`config.mk`:
```
export PLATFORM = sky130hd
export DESIGN_NAME = riscv_str_ops_seq
export DESIGN_NICKNAME = d
export VERILOG_FILES = /design/src/rtl/riscv_defines.sv /design/src/rtl/riscv_str_byte_xform.sv /design/src/rtl/riscv_str_ops_seq.sv
export SDC_FILE = /design/constraint.sdc
export NUM_CORES = 1
export LEC_CHECK = 0
export BUFFER_PORTS_ARGS = -buffer_cell sky130_fd_sc_hd__buf_2
export CORE_UTILIZATION = 55
export DETAILED_ROUTE_END_ITERATION = 7
export PLACE_DENSITY = 0.88
export SLEW_MARGIN = 20
export SYNTH_ARGS = -nofsm -noshare
export SYNTH_HDL_FRONTEND = slang
export SYNTH_HIERARCHICAL = 1
export SYNTH_SLANG_ARGS = --single-unit
```
`constraint.sdc`:
```
create_clock -name clk -period 5.7 [get_ports clk]
set_input_delay 0.57 -clock clk [delete_from_list [all_inputs] [get_ports clk]]
set_output_delay 0.57 -clock clk [all_outputs]
set_load 0.02 [all_outputs]
```
`src/rtl/riscv_defines.sv`:
```
// Shared definitions for the string-op execution unit: operator encodings,
// sequencer states and the ASCII constants used by the byte transforms.
package riscv_defines;

  localparam int STR_OP_WIDTH = 2;

  localparam logic [STR_OP_WIDTH-1:0] STR_OP_UPPER = 2'd0;
  localparam logic [STR_OP_WIDTH-1:0] STR_OP_LOWER = 2'd1;
  localparam logic [STR_OP_WIDTH-1:0] STR_OP_LEET  = 2'd2;
  localparam logic [STR_OP_WIDTH-1:0] STR_OP_ROT13 = 2'd3;

  typedef enum logic [1:0] {
    IDLE = 2'd0,
    BUSY = 2'd1,
    DONE = 2'd2
  } str_seq_state_e;

  localparam logic [7:0] ASCII_a    = 8'h61;
  localparam logic [7:0] ASCII_z    = 8'h7A;
  localparam logic [7:0] ASCII_A    = 8'h41;
  localparam logic [7:0] ASCII_Z    = 8'h5A;
  localparam logic [7:0] ASCII_NUL  = 8'h00;
  localparam logic [7:0] CASE_DELTA = 8'h20;

  localparam logic [7:0] ROT13_SHIFT = 8'd13;

endpackage

```
`src/rtl/riscv_str_byte_xform.sv`:
```
// Combinational single-byte transform for the string-op unit.
// Non-letters (including bytes >= 0x80) always pass through unchanged.
module riscv_str_byte_xform
  import riscv_defines::*;
(
  input  logic [STR_OP_WIDTH-1:0] op,
  input  logic [7:0]              din,
  output logic [7:0]              dout
);

  logic       is_lower;
  logic       is_upper;
  logic [7:0] folded;

  assign is_lower = (din >= ASCII_a) && (din <= ASCII_z);
  assign is_upper = (din >= ASCII_A) && (din <= ASCII_Z);
  // Lowercase view of a letter, so LEET matches both cases with one table.
  assign folded   = din | CASE_DELTA;

  always_comb begin
    dout = din;
    unique case (op)
      STR_OP_UPPER: begin
        if (is_lower) dout = din - CASE_DELTA;
      end
      STR_OP_LOWER: begin
        if (is_upper) dout = din + CASE_DELTA;
      end
      STR_OP_LEET: begin
        if (is_lower || is_upper) begin
          case (folded)
            8'h61:   dout = 8'h34;  // a -> 4
            8'h65:   dout = 8'h33;  // e -> 3
            8'h69:   dout = 8'h31;  // i -> 1
            8'h6F:   dout = 8'h30;  // o -> 0
            8'h73:   dout = 8'h35;  // s -> 5
            8'h74:   dout = 8'h37;  // t -> 7
            default: dout = din;
          endcase
        end
      end
      STR_OP_ROT13: begin
        // First half of each alphabet moves up, second half wraps down.
        if (is_lower) begin
          dout = (din < ASCII_a + ROT13_SHIFT) ? din + ROT13_SHIFT : din - ROT13_SHIFT;
        end else if (is_upper) begin
          dout = (din < ASCII_A + ROT13_SHIFT) ? din + ROT13_SHIFT : din - ROT13_SHIFT;
        end
      end
      default: dout = din;
    endcase
  end

endmodule

```
`src/rtl/riscv_str_ops_seq.sv`:
```
// Byte-serial string-op execution unit: accepts one packed-ASCII word,
// transforms BYTES_PER_CYCLE bytes per BUSY cycle and hands the result to writeback.
module riscv_str_ops_seq
  import riscv_defines::*;
#(
  parameter int BYTES_PER_CYCLE = 1,
  parameter bit STOP_AT_NUL     = 1'b1
) (
  input  logic                    clk,
  input  logic                    rst_n,
  input  logic                    enable_i,
  input  logic [STR_OP_WIDTH-1:0] operator_i,
  input  logic [31:0]             operand_i,
  output logic                    ready_o,
  input  logic                    flush_i,
  output logic [31:0]             result_o,
  output logic                    result_valid_o,
  input  logic                    wb_ready_i,
  output logic                    busy_o
);

  localparam logic [1:0] STEP     = 2'(BYTES_PER_CYCLE % 4);
  localparam logic [1:0] LAST_OFF = 2'(BYTES_PER_CYCLE - 1);

  str_seq_state_e          state_q, state_d;
  logic [1:0]              idx_q, idx_d;
  logic [STR_OP_WIDTH-1:0] op_q, op_d;
  logic [31:0]             operand_q, operand_d;
  logic [31:0]             result_q, result_d;

  logic [31:0] work_result;
  logic [1:0]  last_idx;
  logic [1:0]  lane_pos;
  logic        nul_hit;
  logic        accept;

  logic [7:0] lane_in  [BYTES_PER_CYCLE];
  logic [7:0] lane_out [BYTES_PER_CYCLE];

  for (genvar j = 0; j < BYTES_PER_CYCLE; j++) begin : g_lane
    logic [1:0] pos;
    assign pos        = idx_q + 2'(j);
    assign lane_in[j] = operand_q[{pos, 3'b000} +: 8];

    riscv_str_byte_xform u_xform (
      .op   (op_q),
      .din  (lane_in[j]),
      .dout (lane_out[j])
    );
  end

  // Merge this cycle's lanes into the result. Once a NUL is seen, it and every
  // byte above it (in this and later lanes) keep their original value.
  always_comb begin
    work_result = result_q;
    nul_hit     = 1'b0;
    lane_pos    = '0;
    last_idx    = idx_q + LAST_OFF;
    for (int j = 0; j < BYTES_PER_CYCLE; j++) begin
      lane_pos = idx_q + 2'(j);
      if (nul_hit) begin
        work_result[{lane_pos, 3'b000} +: 8] = lane_in[j];
      end else begin
        work_result[{lane_pos, 3'b000} +: 8] = lane_out[j];
        if (STOP_AT_NUL && (lane_in[j] == ASCII_NUL)) nul_hit = 1'b1;
      end
    end
    if (nul_hit) begin
      for (int b = 0; b < 4; b++) begin
        if (2'(b) > last_idx) work_result[8*b +: 8] = operand_q[8*b +: 8];
      end
    end
  end

  assign ready_o        = (state_q == IDLE) || ((state_q == DONE) && wb_ready_i);
  assign busy_o         = (state_q == BUSY);
  assign result_valid_o = (state_q == DONE);
  assign result_o       = result_q;
  assign accept         = enable_i && ready_o && !flush_i;

  always_comb begin
    state_d   = state_q;
    idx_d     = idx_q;
    op_d      = op_q;
    operand_d = operand_q;
    result_d  = result_q;
    if (flush_i) begin
      state_d  = IDLE;
      idx_d    = '0;
      result_d = '0;
    end else begin
      unique case (state_q)
        IDLE, DONE: begin
          if (accept) begin
            state_d   = BUSY;
            idx_d     = '0;
            op_d      = operator_i;
            operand_d = operand_i;
            result_d  = '0;
          end else if ((state_q == DONE) && wb_ready_i) begin
            state_d = IDLE;
          end
        end
        BUSY: begin
          result_d = work_result;
          idx_d    = idx_q + STEP;
          if ((last_idx == 2'd3) || nul_hit) state_d = DONE;
        end
        default: state_d = IDLE;
      endcase
    end
  end

  always_ff @(posedge clk or negedge rst_n) begin
    if (!rst_n) begin
      state_q   <= IDLE;
      idx_q     <= '0;
      op_q      <= '0;
      operand_q <= '0;
      result_q  <= '0;
    end else begin
      state_q   <= state_d;
      idx_q     <= idx_d;
      op_q      <= op_d;
      operand_q <= operand_d;
      result_q  <= result_d;
    end
  end

endmodule

```
Word-level counts from Yosys, hierarchy flattened
Cells that the tools add are included.
W data, S select, Z words.
{"block": "op_classes", "n_eq_ne": 15, "reduce_logical": 17, "muxes": 27, "shift": 3, "magnitude_cmp": 10, "bitwise": 1, "addsub": 6}
{"op": "$mux W32", "n": 3}
{"op": "$mux W8", "n": 11}
{"op": "$pmux W32 S2", "n": 1}
{"op": "$pmux W8 S6", "n": 1}
{"op": "$eq A7 B6 Y1 const B", "n": 6}
{"op": "$bwmux W32", "n": 1}
{"op": "$pmux W8 S4", "n": 1}
{"op": "$shift A8 B7 Y32 const A", "n": 1}
{"op": "$shiftx A32 B6 Y8", "n": 1}
{"op": "$shiftx A8 B7 Y32", "n": 1}
{"op": "$ge A8 B7 Y1 const B", "n": 2}
{"op": "$le A8 B7 Y1 const B", "n": 2}
{"op": "$lt A8 B7 Y1 const B", "n": 2}
{"op": "$mux W2", "n": 6}
{"op": "$add A8 B4 Y8 const B", "n": 1}
{"op": "$add A8 B6 Y8 const B", "n": 1}
{"op": "$eq A2 B2 Y1 const B", "n": 4}
{"op": "$logic_not A8 Y1", "n": 1}
{"op": "$pmux W2 S2", "n": 2}
{"op": "$sub A8 B4 Y8 const B", "n": 1}
{"op": "$sub A8 B6 Y8 const B", "n": 1}
{"op": "$neg A5 Y7", "n": 1}
{"op": "$logic_and A1 B1 Y1", "n": 5}
{"op": "$eq A2 B1 Y1 const B", "n": 2}
{"op": "other kinds (15)", "n": 21}
{"block": "totals", "output_inout_bits": 35, "regBits": 70, "inputBits": 39}

Longest topological paths before layout
{"block": "depth", "depth_word": 12, "ltp_mapped": 15}

Cells and area by module
Netlist, hierarchy kept.
{"mod": "riscv_str_ops_seq", "area_each_um2": 3764.9, "seq_area_each_um2": 1751.7, "cells_each": 340, "instances": 1}
{"mod": "riscv_str_byte_xform", "area_each_um2": 1022.2, "seq_area_each_um2": 0.0, "cells_each": 153, "instances": 1}

Worst setup path after synthesis
Ideal clock, no wire load.
{"block": "synth_timing", "path_kind": "register to register", "start": "register idx_q[1]", "end": "register result_q[18] (netlist: result_o[18])", "setup_ns": 0.126, "arrival_ns": 3.549, "slack_ns": 2.025, "stages_incl_launch_ff": 15, "period_less_slack_ns": 3.675, "path_cell_list": "dfrtp_1 -> clkbuf_1 -> mux4_2 -> buf_2 -> inv_1 -> ha_1 -> nor4b_4 -> a211oi_2 -> a21bo_1 -> or4_1 -> a41o_1 -> a22o_1 -> nand2_1 -> mux2i_1 -> a221o_1"}
{"item": "start, declared", "line_no": "riscv_str_ops_seq.sv:26", "text": "logic [1:0] idx_q, idx_d;"}
{"item": "start signal, assigned", "line_no": "riscv_str_ops_seq.sv:123", "text": "idx_q <= idx_d;"}
{"item": "end signal, assigned", "line_no": "riscv_str_ops_seq.sv:126", "text": "result_q <= result_d;"}
{"item": "end, declared", "line_no": "riscv_str_ops_seq.sv:29", "text": "logic [31:0] result_q, result_d;"}

==> summary.md <==
| Metric | Value |
|---|---|
| Cell variety after synth | ~70 |
| MaxCap Viol Count | 0 |
| CTS Root Cell | clkbuf_8 |
| GP Congestion | between 0.9 and 1 |
| Final Hold Fails | 0 |
| Drt total wl | 14.24 mm |
| Ant. Diodes | 0 |
| Share of layout cells above drive strength 1 | 0.2108 |
| TritonCTS Sinks | 70 |
| Setup ws final | 1066 ps |
| Int Pwr | ~1.1 mW |
| Number of routed nets with antenna violations | 0 |
| Status | complete, no violations |
| Drt wl/cell | roughly 22 um |
| Die height | between 90 and 100 um |
| First-pass GRT wire length | between 20 and 25 mm |
| Max_slew headroom | 0.2611 |
| Cell count after synthesis | between 400 and 500 |
| DR vias | about 4400 |
| Ys Warns | 6 |
| Pre-CTS setup slack | roughly 1100 ps |
| Final Setup Violations | 0 |
| Largest net degree at the start of global routing | between 70 and 80 |
| Fill cell count | between 600 and 700 |
| Register area share after synthesis | 0.3659 |
| RSZ-0062 raised after global routing | false |
| Minimum hold slack | between 400 and 500 ps |
| # DRC | 0 |
| Via count normalized by instance count | around 6.7 |
| Detailed Place HPWL | between 10 and 15 mm |
| Fmax | about 220 MHz |
| Post-Syn Nets | 546 |
| Clock Power Share | 0.242 |
| Critical path type | flop to flop |
| Switch share | 0.4238 |
| Most common cell after layout, fill and taps aside | nand2_1 |
| Seq cells post-synth | 70 |
| CTS tree | built |
| R2R setup slack | between 1000 and 1500 ps |
| Post-CTS Resized | 0 |
| Final net count | about 600 |
| Main flop type after synthesis | dfrtp_1 |
| Die width | around 95 um |
| CTS buffer count | 9 |
| Initial core utilization | 0.5768 |
| Slew Limit Fails | 0 |
| Comb pwr share | 0.415 |
| Critical path data required time | about 6000 ps |
| Max Root-Sink Buffers | 2 |
| Full die area | 0.009081 sq mm |
| Worst Setup Start Kind | flop |
| Worst slew pin tran | approximately 1100 ps |
| Worst skew pair latency | around 350 ps |
| Most frequent cells in the layout | nand2_1 (82), buf_2 (73), dfrtp_1 (70) |
| Post-Route Setup TNS | 0 ps |
| Switching power total | roughly 820 uW |
| Seq pwr share | 0.343 |
| Area growth syn-to-layout | 12.78% |
| Row cnt | 33 |
| Post-Synthesis Cell Area | between 0.004 and 0.005 sq mm |
| Post-synthesis area per instance | 9.710 sq um |
| H-tree Lvls | 3 |
| Initial antenna violation count | 0 |
| Async SR Flop Fraction | 1.000 |
| EDFF count, synth | 0 |
| Leak | 2.537 nW |
| Arrival time worst endpoint | between 4000 and 5000 ps |
| GR Util All Layers | 0.3353 |
| Critical Path End Type | flop |
| Worst vdd ir | just under 0.2 mV |
| DR iter-0 viols | around 420 |
| Share of the synthesized area in the top cell type | 0.3659 |
| # IOs | between 70 and 80 |
| Worst-path maximum fanout | 14 |
| Max Clock Skew | roughly 14 ps |
| HP Class | primary input to async pin |
| Leading area contributor after synthesis | dfrtp_1 |
| PortBufs | 73 |
| Clock period minus worst slack | 4634 ps |
| Core Box Area | approximately 0.0083 sq mm |
| Grt total ovfl | 0 |
| # hold bufs at CTS | 0 |
| Clock Pin Slew Worst Setup and Hold Paths | approximately 80 ps |
| Postcts setup bufs | 0 |
| Power density over the cells | 359.1 mW/mm^2 |
| Part of the cycle the worst path needs | 0.8130 |
| Vias in the first global route | around 4400 |
| First-pass iteration count of the detailed router | 5 |
| Largest cells by area after synthesis | dfrtp_1 (37%), mux2_1 (8.0%), nand2_1 (6.4%) |
==> synth_stat cells, drive strengths merged, types with 2 or more instances <==
library cell / n
a211oi: 3
a21o: 2
a21oi: 25
a221o: 18
a22o: 9
a22oi: 10
a2bb2oi: 2
a31oi: 6
and2: 11
and3: 3
buf: 13
clkbuf: 17
dfrtp: 70
ha: 14
inv: 15
mux2: 35
mux2i: 25
mux4: 8
nand2: 83
nand2b: 6
nand3: 4
nand4: 9
nor2: 10
nor2b: 12
nor3: 6
nor3b: 2
nor4: 5
o211ai: 2
o21a: 2
o21ai: 30
o22ai: 2
o31ai: 2
o32ai: 2
or2: 2
xnor2: 6
==> logic make-up after synthesis <==
group	share of synthesized area
multiplexers	0.1722
flip-flops	0.3659
XOR/XNOR	0.01098
adder cells (fa/ha/maj)	0.03659
AO/OA/AOI/OAI	0.1924
AND/OR/NAND/NOR	0.1780
buffers and inverters	0.04391
==> critical path: stages, from the launching register on <==
cell      delay (ps)
dfrtp_1          750
mux4_2           750
inv_1            180
ha_1             290
nand2b_1         150
a21boi_1         170
o32ai_2          440
and2b_1          210
o41ai_1           80
a221oi_1         940
a22o_1           240
nand2_1           60
mux2i_1          160
a221o_1          140
==> state kept, by name, summed over array words and instances (netlist names) <==
register and flops:
operand_q 32, idx_q 2, op_q 2, state_q 2, result_o 32
==> layout make-up <==
type	instances	area [sq um]	area share
clock buffer	11	151.4	0.02804
clock inverter	5	81.33	0.01506
inverter	15	56.30	0.01043
multi-input combinational	378	2839	0.5258
sequential	70	1752	0.3244
tap	105	131.4	0.02433
timing repair buffer	76	387.9	0.07184
==> metal layers <==
metal | share of wire | GRT usage | vias to the layer above
met5 | 0 | 0 | -
met4 | 0.057 | 0.1995 | 0
met3 | 0.097 | 0.07576 | 70
met2 | 0.47 | 0.5286 | 284
met1 | 0.38 | 0.4194 | 2135
li1 | - | - | 1939
==> stage by stage <==
step	cell area, sq um	util	instances	total power, mW
after floorplan	4787	-	493	1.208
after global placement	5160	0.6217	644	1.439
after detailed placement	5160	0.6217	644	1.444
after CTS	5393	0.6498	660	1.917
after global routing	5399	0.6505	660	2.029
final	5399	0.6505	660	1.939
==> power groups by stage <==
| stage | clock [mW] | combinational, mW | sequential, mW |
|---|---|---|---|
| 2_1_floorplan | 0 | 0.584 | 0.623 |
| 3_3_place_gp | 0 | 0.774 | 0.665 |
| 3_5_place_dp | 0 | 0.775 | 0.669 |
| 4_1_cts | 0.473 | 0.785 | 0.659 |
| 5_1_grt | 0.493 | 0.868 | 0.669 |
| 6_report | 0.470 | 0.805 | 0.664 |
==> path summary, 6_finish.rpt <==
check                             startpoint            to  cells after the start
worst max register to register      idx_q[0]  result_o[20]                     13
worst min-delay path                   rst_n   result_o[3]                      2
min in group clk                operand_i[6]  operand_q[6]                      2
max in group asynchronous              rst_n  operand_q[1]                      2
worst max-delay path                idx_q[0]  result_o[20]                     13
worst min register to register  operand_q[7]  operand_q[7]                      1
(Power assumes the default switching activity.)
